$ cat src/rtl/vga_timing.sv
`default_nettype none
// ============================================================================
// Module   : vga_timing
// Purpose  : Raster timing generator (hcount/vcount, active-low syncs,
//            visible flag, frame strobe). Optional macro VGA_CLKDIV2_EN
//            derives the pixel enable by dividing clk by two.
// Revision : 1.0  initial release
// ============================================================================
module vga_timing #(
    parameter int H_VIS  = 640,
    parameter int H_FP   = 16,
    parameter int H_SYNC = 96,
    parameter int H_BP   = 48,
    parameter int V_VIS  = 480,
    parameter int V_FP   = 10,
    parameter int V_SYNC = 2,
    parameter int V_BP   = 33
) (
    input  logic       clk,
    input  logic       reset,
    output logic [9:0] hcount,
    output logic [9:0] vcount,
    output logic       hsync,
    output logic       vsync,
    output logic       video_on,
    output logic       frame_tick,
    output logic       pix_en
);

    localparam int c_H_TOTAL = H_VIS + H_FP + H_SYNC + H_BP;
    localparam int c_V_TOTAL = V_VIS + V_FP + V_SYNC + V_BP;

    localparam logic [9:0] c_H_LAST     = 10'(c_H_TOTAL - 1);
    localparam logic [9:0] c_V_LAST     = 10'(c_V_TOTAL - 1);
    localparam logic [9:0] c_H_VIS      = 10'(H_VIS);
    localparam logic [9:0] c_V_VIS      = 10'(V_VIS);
    localparam logic [9:0] c_HS_FIRST   = 10'(H_VIS + H_FP);
    localparam logic [9:0] c_HS_LAST    = 10'(H_VIS + H_FP + H_SYNC - 1);
    localparam logic [9:0] c_VS_FIRST   = 10'(V_VIS + V_FP);
    localparam logic [9:0] c_VS_LAST    = 10'(V_VIS + V_FP + V_SYNC - 1);

    logic [9:0] r_hcount;
    logic [9:0] r_vcount;
    logic       r_hsync;
    logic       r_vsync;
    logic       r_video_on;
    logic       r_frame_tick;

    logic [9:0] w_h_next;
    logic [9:0] w_v_next;
    logic       w_h_wrap;
    logic       w_v_wrap;

`ifdef VGA_CLKDIV2_EN
    logic r_pix_en;

    always_ff @(posedge clk) begin
        if (reset) begin
            r_pix_en <= 1'b0;
        end else begin
            r_pix_en <= ~r_pix_en;
        end
    end

    assign pix_en = r_pix_en;
`else
    assign pix_en = 1'b1;
`endif

    assign w_h_wrap = (r_hcount == c_H_LAST);
    assign w_v_wrap = (r_vcount == c_V_LAST);
    assign w_h_next = w_h_wrap ? 10'd0 : r_hcount + 10'd1;
    assign w_v_next = w_h_wrap ? (w_v_wrap ? 10'd0 : r_vcount + 10'd1) : r_vcount;

    // Syncs and visible flag decode the next position so they land in the
    // same cycle as the counters they describe.
    always_ff @(posedge clk) begin
        if (reset) begin
            r_hcount     <= c_H_LAST;
            r_vcount     <= c_V_LAST;
            r_hsync      <= 1'b1;
            r_vsync      <= 1'b1;
            r_video_on   <= 1'b0;
            r_frame_tick <= 1'b0;
        end else begin
            r_frame_tick <= 1'b0;
            if (pix_en) begin
                r_hcount     <= w_h_next;
                r_vcount     <= w_v_next;
                r_hsync      <= !((w_h_next >= c_HS_FIRST) && (w_h_next <= c_HS_LAST));
                r_vsync      <= !((w_v_next >= c_VS_FIRST) && (w_v_next <= c_VS_LAST));
                r_video_on   <= (w_h_next < c_H_VIS) && (w_v_next < c_V_VIS);
                r_frame_tick <= (w_h_next == 10'd0) && (w_v_next == c_V_VIS);
            end
        end
    end

    assign hcount     = r_hcount;
    assign vcount     = r_vcount;
    assign hsync      = r_hsync;
    assign vsync      = r_vsync;
    assign video_on   = r_video_on;
    assign frame_tick = r_frame_tick;

endmodule
`default_nettype wire

$ cat config.mk
export PLATFORM = sky130hd
export DESIGN_NAME = vga_timing
export DESIGN_NICKNAME = d
export VERILOG_FILES = /design/src/rtl/vga_timing.sv
export SDC_FILE = /design/constraint.sdc
export NUM_CORES = 1
export LEC_CHECK = 0
export CAP_MARGIN = 20
export CORE_AREA = 4 4 65 67
export DETAILED_ROUTE_END_ITERATION = 7
export DIE_AREA = 0 0 69 71
export PLACE_DENSITY_LB_ADDON = 0.3
export SETUP_SLACK_MARGIN = 0.1
export SYNTH_ARGS = -nofsm -noshare
export SYNTH_HDL_FRONTEND = slang
export SYNTH_SLANG_ARGS = --single-unit
$ cat constraint.sdc
create_clock -name clk -period 3.85 [get_ports clk]
set_input_delay 0.77 -clock clk [delete_from_list [all_inputs] [get_ports clk]]
set_output_delay 0.77 -clock clk [all_outputs]
set_load 0.02 [all_outputs]
==> metrics.txt <==
status=completed; Worst Path Buf+Inv=1; Post-Synthesis Cell Area=1414 um2; GRT Residual Overflow=0; Avg Inst Size Synth=8.466 um2; Synth Area in Adders=0.03540; pwr dens=742.2 nW/um2; Async SR Flop Fraction=0; final wirelength=3.353 mm; Max Cap Violations=0; Syn Nets=173; Reg clk slew, reported paths=0.08 ns; leakage dissipation=0.6255 nW; cell class contributing the biggest share of worst-path delay=buffers and inverters; Worst Tran Pin Value=0.6866 ns; Placeable Area=3633 um2; setup_tns=0 ns; first-pass GRT wire length=5.651 mm; Root Driver=clkbuf_8; metal2 WL=1.690 mm; Seq cells post-synth=24; fin crit period=2.310 ns; DR pass1 iterations=4; initial core utilization=0.3891; Slew headroom=0.5359; Post-synth EDFFs=0; simple-gate area share of the yosys netlist=0.3363; vias per cell=5.494; number of I/O pins=27; synth unique cells=48; Area growth syn-to-layout=20.44%; initial antenna violation count=0; dpl hpwl=2.569 mm; share of layout cells above drive strength 1=0.1027; Worst setup EP type=output pin; Post-Route Skew=0.01010 ns; final setup vio count=0; wire length on met1=1.540 mm; highest layer used for signal routing=met4; Final Max Tran Viols=0; main combinational cell family by area after synthesis=simple AND/OR/NAND/NOR gates; total clock sinks=24; worst IR drop on VDD=0.0003624 V; CTS H-Tree Depth=1; Fin. Hold Viols=0; critical path arrival=1.54 ns; CTS buffer count=3; RSZ-0062 raised after global routing=false; HP Class=reg2reg; max frequency=432.9 MHz; RD Place Congestion=0.8891; largest net degree at the start of global routing=20; DRC=0; Syn Inst Count=167; CTS tree=done; # placed instances=230; Worst Setup Start Kind=flop; xor/xnor cell area share of the yosys netlist=0.06814; synthesis warning total=0; std cell rows=22; Finished Layout Cells=233; met3 WL=81 um; Die Height=71 um; wire per inst=14.39 um; Fillers=373; clock buffer depth=2; worst skew pair latency=0.27 ns; Seq/Total Area, Yosys=0.3398; First DRT Iteration DRCs=65; GRT Util Overall=0.1386; Reg area=480.5 um2; worst endpoint required time=3.08 ns; Die X-Extent=69 um; crit-path max FO=13; vias after detailed routing=1,280; Routed Antenna Nets=0; kind of critical path=reg2out; vias in the first global route=1,194; PortBufs=25; Synth Area in Compound Gates=0.1531; setup repair bufs after CTS=0; hold buffer count at cts=0; Final Cycle Share=0.6000; Worst path slowest cell=clkdlybuf4s50_1; die area=4899 um2; post-synthesis mux area share=0.007080; Synth Flop Type=dfxtp_1; CP peak stage delay=0.69 ns; CTS-repair resized insts=0; area of the multi-input gates=852.1 um2; Final nets=193; CP Cell Sequence=clkdlybuf4s50_1; diode count=0
layer usage:
metal  vias to the layer above  global-route usage
met5                         -                   0
li1                        635                   -
met4                         0             0.04121
met3                         5             0.02415
met1                       619              0.1668
met2                        21              0.2511
where the power goes:
part	total (mW)	switching (mW)	leakage, nW	internal, mW
registers	0.419	0.110	0.196	0.309
logic	0.696	0.382	0.408	0.314
clock network	0.148	0.0785	0.0216	0.0700
worst paths after layout:
kind | cells after the start | endpoint | slack, ns | start
max | 1 | hcount[5] | 1.54 | hcount[5]
min | 2 | vcount[1] | 0.55 | vcount[1]
max reg2reg | 7 | frame_tick | 1.57 | hcount[1]
min reg2reg | 2 | vcount[1] | 0.55 | vcount[1]
sequential cells by signal, indices dropped and copies added, names as in the netlist:
name,cells
video_on,1
vcount,10
hcount,10
hsync,1
frame_tick,1
vsync,1
stage by stage:
stage               hold WS, ns  utilization  setup slack (ns)  total power [mW]  instance area, um2
CTS                      0.5585       0.4687             1.536             1.267                1703
global placement         0.5344       0.4573             1.544             1.102                1662
finish                   0.5478       0.4687             1.540             1.264                1703
global route             0.5945       0.4687             1.313             1.358                1703
floorplan                0.5817            -             1.713            0.8991                1414
detailed placement       0.5455       0.4573             1.523             1.116                1662
synth_stat cells (3+ instances only):
library cell | number | area (um2)
a21oi_1 | 9 | 45.04
a31o_2 | 3 | 26.28
and2_1 | 4 | 25.02
and3_1 | 5 | 31.28
clkbuf_1 | 4 | 15.01
dfxtp_1 | 24 | 480.5
ha_1 | 4 | 50.05
inv_1 | 5 | 18.77
nand2_1 | 10 | 37.54
nand2b_1 | 3 | 18.77
nand3_1 | 10 | 50.05
nand4_1 | 6 | 37.54
nor2_1 | 17 | 63.81
nor3_1 | 4 | 20.02
nor4b_1 | 3 | 26.28
o21ai_0 | 5 | 25.02
or2_2 | 4 | 25.02
xnor2_1 | 5 | 43.79
xor2_1 | 6 | 52.55
cell type report:
class	instances	area share
Clock buffer	3	0.02425
Sequential cell	24	0.2821
Timing Repair Buffer	25	0.1470
Tap cell	48	0.03527
Multi-Input combinational cell	128	0.5004
Inverter	5	0.01102
cell families (layout without fill, tap and decap cells):
logic type / Yosys count / after routing
AO/OA/AOI/OAI: 31 / 31
other: 1 / 1
buffers and inverters: 15 / 33
AND/OR/NAND/NOR: 80 / 80
multiplexers: 1 / 1
XOR/XNOR: 11 / 11
flip-flops: 24 / 24
adder cells (fa/ha/maj): 4 / 4
placed cells by master, fill, tap and decap left out, drive strengths merged, types with 2 or more instances in the layout:
master,count
clkbuf,3
nand4,6
nor3b,2
a31o,3
and2,4
o21bai,2
a21oi,9
or2,4
dfxtp,24
a31oi,2
o21ai,5
clkdlybuf4s50,25
nand2b,3
and4,3
nor3,6
nor4b,4
nor2,17
xnor2,5
inv,5
ha,4
nand2,10
and3,6
nand3,10
xor2,6
Note: power is estimated with default switching activity, not from simulation.
